<file path="src/rtl/oup_wb_seg7.sv">
// Wishbone B4 classic slave driving the six DE10-Lite 7-segment displays with hex font, DP, enable and blink.
// Optional raw segment mode (registers at 0x14-0x1C) is built when OUP_SEG7_RAW_EN is defined.
module oup_wb_seg7 #(
  parameter logic [31:0] BASE_ADDR         = 32'h9000_0000,
  parameter logic [31:0] ADDR_MASK         = 32'h0000_001F,
  parameter logic [31:0] BLINK_DIV_DEFAULT = 32'd25_000_000
) (
  input  logic        clk_i,
  input  logic        rst_i,
  input  logic [31:0] adr_i,
  input  logic [31:0] dat_i,
  output logic [31:0] dat_o,
  input  logic        we_i,
  input  logic [3:0]  sel_i,
  input  logic        stb_i,
  input  logic        cyc_i,
  output logic        ack_o,
  output logic        err_o,
  output logic [7:0]  hex0_o,
  output logic [7:0]  hex1_o,
  output logic [7:0]  hex2_o,
  output logic [7:0]  hex3_o,
  output logic [7:0]  hex4_o,
  output logic [7:0]  hex5_o
);

  localparam logic [2:0] OFF_DIGITS = 3'd0;
  localparam logic [2:0] OFF_DP     = 3'd1;
  localparam logic [2:0] OFF_CTRL   = 3'd2;
  localparam logic [2:0] OFF_DIV    = 3'd3;
  localparam logic [2:0] OFF_STATUS = 3'd4;

  logic [23:0] digits;
  logic [5:0]  dp;
  logic [5:0]  enable;
  logic [5:0]  blink_mask;
  logic [31:0] blink_div;
  logic [31:0] counter;
  logic        phase;

  logic        wr_q;
  logic [2:0]  wr_off;
  logic [31:0] wr_dat;
  logic [3:0]  wr_sel;

  logic [2:0]  off;
  logic        hit, req, rsv, bad;
  logic [31:0] rd_data;
  logic [7:0]  hex_nxt [6];

`ifdef OUP_SEG7_RAW_EN
  logic        raw_mode;
  logic [31:0] raw_lo;
  logic [15:0] raw_hi;
  logic [47:0] raw_all;
  assign raw_all = {raw_hi, raw_lo};
  assign rsv     = 1'b0;
`else
  assign rsv     = (off > OFF_STATUS);
`endif

  assign off = adr_i[4:2];
  assign hit = ((adr_i & ~ADDR_MASK) == BASE_ADDR);
  assign req = cyc_i & stb_i & hit & ~(ack_o | err_o);
  assign bad = rsv | (we_i & (off == OFF_STATUS));

  function automatic logic [6:0] seg_font(input logic [3:0] v);
    case (v)
      4'h0: seg_font = 7'h40;  4'h1: seg_font = 7'h79;
      4'h2: seg_font = 7'h24;  4'h3: seg_font = 7'h30;
      4'h4: seg_font = 7'h19;  4'h5: seg_font = 7'h12;
      4'h6: seg_font = 7'h02;  4'h7: seg_font = 7'h78;
      4'h8: seg_font = 7'h00;  4'h9: seg_font = 7'h10;
      4'hA: seg_font = 7'h08;  4'hB: seg_font = 7'h03;
      4'hC: seg_font = 7'h46;  4'hD: seg_font = 7'h21;
      4'hE: seg_font = 7'h06;  default: seg_font = 7'h0E;
    endcase
  endfunction

  always_comb begin
    rd_data = '0;
    case (off)
      OFF_DIGITS: rd_data = {8'd0, digits};
      OFF_DP:     rd_data = {26'd0, dp};
      OFF_CTRL:   rd_data = {18'd0, blink_mask, 2'd0, enable};
      OFF_DIV:    rd_data = blink_div;
      OFF_STATUS: rd_data = {31'd0, phase};
`ifdef OUP_SEG7_RAW_EN
      3'd5:       rd_data = {31'd0, raw_mode};
      3'd6:       rd_data = raw_lo;
      3'd7:       rd_data = {16'd0, raw_hi};
`endif
      default:    rd_data = '0;
    endcase
  end

  // The request is captured here and the write itself lands at the end of the ack cycle,
  // so a reset during the ack cycle discards it.
  always_ff @(posedge clk_i or posedge rst_i) begin
    if (rst_i) begin
      ack_o  <= 1'b0;
      err_o  <= 1'b0;
      dat_o  <= '0;
      wr_q   <= 1'b0;
      wr_off <= '0;
      wr_dat <= '0;
      wr_sel <= '0;
    end else begin
      ack_o <= 1'b0;
      err_o <= 1'b0;
      dat_o <= '0;
      wr_q  <= 1'b0;
      if (req) begin
        ack_o  <= ~bad;
        err_o  <= bad;
        wr_q   <= we_i & ~bad;
        wr_off <= off;
        wr_dat <= dat_i;
        wr_sel <= sel_i;
        if (!we_i && !bad) dat_o <= rd_data;
      end
    end
  end

  always_ff @(posedge clk_i or posedge rst_i) begin
    if (rst_i) begin
      digits     <= '0;
      dp         <= '0;
      enable     <= 6'h3F;
      blink_mask <= '0;
      blink_div  <= BLINK_DIV_DEFAULT;
`ifdef OUP_SEG7_RAW_EN
      raw_mode   <= 1'b0;
      raw_lo     <= '0;
      raw_hi     <= '0;
`endif
    end else if (wr_q) begin
      case (wr_off)
        OFF_DIGITS: begin
          for (int b = 0; b < 3; b++)
            if (wr_sel[b]) digits[8*b +: 8] <= wr_dat[8*b +: 8];
        end
        OFF_DP: if (wr_sel[0]) dp <= wr_dat[5:0];
        OFF_CTRL: begin
          if (wr_sel[0]) enable     <= wr_dat[5:0];
          if (wr_sel[1]) blink_mask <= wr_dat[13:8];
        end
        OFF_DIV: begin
          for (int b = 0; b < 4; b++)
            if (wr_sel[b]) blink_div[8*b +: 8] <= wr_dat[8*b +: 8];
        end
`ifdef OUP_SEG7_RAW_EN
        3'd5: if (wr_sel[0]) raw_mode <= wr_dat[0];
        3'd6: begin
          for (int b = 0; b < 4; b++)
            if (wr_sel[b]) raw_lo[8*b +: 8] <= wr_dat[8*b +: 8];
        end
        3'd7: begin
          for (int b = 0; b < 2; b++)
            if (wr_sel[b]) raw_hi[8*b +: 8] <= wr_dat[8*b +: 8];
        end
`endif
        default: ;
      endcase
    end
  end

  // A BLINK_DIV write restarts the blink cycle and wins over a coincident wrap.
  always_ff @(posedge clk_i or posedge rst_i) begin
    if (rst_i) begin
      counter <= '0;
      phase   <= 1'b0;
    end else if ((wr_q && wr_off == OFF_DIV) || blink_div == 32'd0) begin
      counter <= '0;
      phase   <= 1'b0;
    end else if (counter == blink_div - 32'd1) begin
      counter <= '0;
      phase   <= ~phase;
    end else begin
      counter <= counter + 32'd1;
    end
  end

  always_comb begin
    for (int n = 0; n < 6; n++) begin
      hex_nxt[n] = {~dp[n], seg_font(digits[4*n +: 4])};
`ifdef OUP_SEG7_RAW_EN
      if (raw_mode) hex_nxt[n] = ~raw_all[8*n +: 8];
`endif
      if (!enable[n] || (blink_mask[n] && phase)) hex_nxt[n] = 8'hFF;
    end
  end

  always_ff @(posedge clk_i or posedge rst_i) begin
    if (rst_i) begin
      hex0_o <= 8'hFF;
      hex1_o <= 8'hFF;
      hex2_o <= 8'hFF;
      hex3_o <= 8'hFF;
      hex4_o <= 8'hFF;
      hex5_o <= 8'hFF;
    end else begin
      hex0_o <= hex_nxt[0];
      hex1_o <= hex_nxt[1];
      hex2_o <= hex_nxt[2];
      hex3_o <= hex_nxt[3];
      hex4_o <= hex_nxt[4];
      hex5_o <= hex_nxt[5];
    end
  end

endmodule

</file>
<file path="config.mk">
export PLATFORM = sky130hd
export DESIGN_NAME = oup_wb_seg7
export DESIGN_NICKNAME = d
export VERILOG_FILES = /design/src/rtl/oup_wb_seg7.sv
export SDC_FILE = /design/constraint.sdc
export NUM_CORES = 1
export LEC_CHECK = 0
export BUFFER_PORTS_ARGS = -buffer_cell sky130_fd_sc_hd__clkbuf_2
export CAP_MARGIN = 20
export CORE_UTILIZATION = 53
export CTS_CLUSTER_SIZE = 16
export DETAILED_ROUTE_END_ITERATION = 6
export PLACE_DENSITY = 0.77
export SETUP_SLACK_MARGIN = 0.05
export SYNTH_ARGS = -nofsm -noshare
export SYNTH_HDL_FRONTEND = slang
export SYNTH_SLANG_ARGS = --single-unit
</file>
<file path="constraint.sdc">
create_clock -name clk_i -period 6.5 [get_ports clk_i]
set_clock_uncertainty 0.15 [all_clocks]
set_input_delay 0.65 -clock clk_i [delete_from_list [all_inputs] [get_ports clk_i]]
set_output_delay 0.65 -clock clk_i [all_outputs]
set_load 0.05 [all_outputs]
</file>
==> flow_summary.toml <==
[logic_synthesis]
ys_warn_count = 0
synth.area.top_cells = "dfrtp_1 35%, dfstp_2 15%, mux2_2 11%"
synth.distinct_cells = 64
synth_top_area_share = 0.3538
syn_nets = 1134
syn-mean-instance-area_sq_um = 11.27
ys_seq_area_frac = 0.5042
synth-seq-cells = 229
ys.flop_type = "dfrtp_1"
syn-instance-count = 1023
synth_area_leader_cell = "dfrtp_1"
synthesis.area_sq_um = 11530
yosysMostFrequentCell = "dfrtp_1"
synthTopCellsByCount = "163 x dfrtp_1, 114 x mux2_2, 87 x nor2_1, 70 x nand2_1, 66 x dfstp_2"
async_flop_share = 1.000
synth_edf_count = 0

[worst_setup_path]
r2r-end = "counter[7]"
reg2reg_from = "blink_div[2]"
reg2reg_slack_ns = 2.41
criticalPathCategory = "reg -> reg"
setup.worst_path.end_class = "register"
worstSetupEndpoint = "counter[7]"
cp-start-kind = "register"
worstPathArrival_ns = 4.27
worstRegToRegCells = 8
startpoint = "blink_div[2]"
required_ns = 6.68
path_max_fanout = 31

[power]
p_leak_nw = 6.012
power.density_nw_per_um2 = 211.0
clock_power_share = 0.465
switching_power_w = 0.0005781
combPwrFrac = 0.024
internal_power_w = 0.002218
p_sw_frac = 0.2068
ir_worst_vdd_mv = 0.1341
pwr-share-seq = 0.511

[sta]
slew_viol_final = 0
max_freq_mhz = 244.2
finalHoldViolations = 0
finalSetupTns_ns = 0
setup_violations = 0
grt_setup_unrepaired = "no"
worst_pin_slew_ns = 1.199
max_slew_margin = 0.1976
fin_crit_sh = 0.6299
period_needed_ns = 4.095

[global_route]
grt_usage = 0.2287
grt_pass1_vias = 7761
overflow = 0
grt_pass1_wl_um = 40260
antenna_found_initial = 0
grt_max_degree = 84

[clock_tree]
clk_latency_ns = 0.50
cts_sinks = 229
clock_path_buffers = 3
numCtsBuffers = 23
cts.hold.buffers_added = 1
post_cts_buffers = 0
ctsResizeCount = 0
root_buffer = "clkbuf_16"
path_clk_slew_ns = 0.06
cts_tree = "yes"
htree_levels = 1

[drt]
postRouteAntennaNets = 0
vias = 8235
drc = 0
topRoutingLayerUsed = "met4"
routedWlPerCell_um = 17.63
dr.pass1.iters = 5
route.met3.wl_um = 1337
drt_iter0_markers = 401
via_per_inst = 5.699
routedLengthMet1_um = 11390
wl_met2_um = 12120
wl_um = 25470

[floorplan]
dieHeight_um = 149.5
start_util = 0.5450
core-area_sq_um = 21150
die_area_sq_um = 22350
num_rows = 53
dieWidth_um = 149.5
ioPinCount = 155

[placed_design]
portBuffers = 152
place_hpwl_um = 17840
gp_congestion = 0.8709

[status]
outcome = "completed"

[finish]
final_layout_size_suffix_gt1_frac = 0.3393
num_antenna_cells = 0
areaGrowthSynthToFinish_pct = 14.90
final-seq-area_sq_um = 5813
final_util = 0.6262
fillers = 1655
multiInputGateArea_sq_um = 5430
nNetsFinal = 1265

[run]
maxCapViolCount = 0

[worst_hold_path]
hold_class = "in -> reg"
-- sequential cells by signal (all words and copies together), names as in the netlist, 8 cells and up --
signal and count:
hex2_o 8, digits 24, dat_o 32, wr_dat 32
hex1_o 8, hex3_o 8, hex4_o 8, counter 32
hex5_o 8, blink_div 32, hex0_o 8
-- cells by family after synthesis --
family                     count (synthesis)  synth area share
adders and majority gates                 38           0.04124
and+or+nand+nor                          339            0.1566
muxes                                    131            0.1326
buffers and inverters                     72           0.02550
AOI/OAI and AO/OA                        143           0.08464
DFF                                      229            0.5042
xor gates and xnor gates                  71           0.05524
-- worst min-delay path by stage --
stage | startpoint | endpoint | slack (ns) | cells past startpoint
5_1_grt | dat_i[21] | wr_dat[21] | 0.21 | 2
4_1_cts | dat_i[21] | wr_dat[21] | 0.21 | 2
2_1_floorplan | dp[0] | hex0_o[7] | 0.23 | 1
3_5_place_dp | dp[5] | hex5_o[7] | 0.27 | 1
3_3_place_gp | dp[1] | hex1_o[7] | 0.26 | 1
6_report | dat_i[24] | wr_dat[24] | 0.23 | 2
-- per-layer routing --
layer / vias up / track usage
li1: 3905 / -
met4: 0 / 0.06786
met2: 219 / 0.3711
met5: - / 0
met3: 41 / 0.03049
met1: 4070 / 0.3203
-- cell type report --
class,instances,share of cell area
Multi-Input combinational cell,722,0.4099
Clock inverter,7,0.004722
Clock buffer,34,0.05185
Timing Repair Buffer,159,0.06309
Sequential cell,229,0.4388
Tap cell,275,0.02597
Inverter,19,0.005667
-- power by group through the flow --
stage	logic [W]	registers [W]	clock network [W]
after floorplan	0.0000308	0.00145	0
after global placement	0.0000654	0.00145	0
after detailed placement	0.0000665	0.00145	0
after CTS	0.0000669	0.00143	0.00132
after global routing	0.0000758	0.00143	0.00138
final	0.0000669	0.00143	0.00130
-- cells in the final DEF, fill, tap and decap left out, types with 11 or more instances in the layout --
cell	Yosys	routed
o21a_1	13	13
dfstp_2	66	66
a21oi_1	25	25
clkbuf_16	0	23
nand2b_1	12	12
o21ai_0	18	18
xnor2_1	33	33
nand3_1	35	35
nor4_1	13	13
nor2b_1	14	14
clkbuf_2	0	152
dfrtp_1	163	163
nor3_1	18	18
inv_1	19	18
mux2i_1	11	11
nand2_1	70	70
mux2_2	114	114
nor2_1	87	86
nand4_1	16	16
o211ai_1	39	39
a22oi_1	14	14
xor2_1	37	37
ha_1	38	38
and2_1	12	12
-- critical path, stage by stage, from the launching register on --
cell and delay (ns):
dfrtp_1 0.48, nor4_2 0.93, nand2_1 0.23, nor4b_1 0.35, o21ai_0 0.16, a2111oi_2 0.41, nand4_1 0.24, nand2_1 0.82
nor2_1 0.15
-- per-stage QoR --
stage / hold slack [ns] / power, W / instance area, sq um / std cells / worst slack, ns
global route: 0.2110 / 0.002885 / 13250 / 1445 / 2.107
detailed placement: 0.2670 / 0.001519 / 12460 / 1402 / 2.416
finish: 0.2270 / 0.002796 / 13250 / 1445 / 2.405
CTS: 0.2120 / 0.002817 / 13220 / 1444 / 2.393
global placement: 0.2587 / 0.001518 / 12460 / 1402 / 2.514
floorplan: 0.2334 / 0.001483 / 11530 / 1023 / 2.760
(Power assumes the default switching activity.)
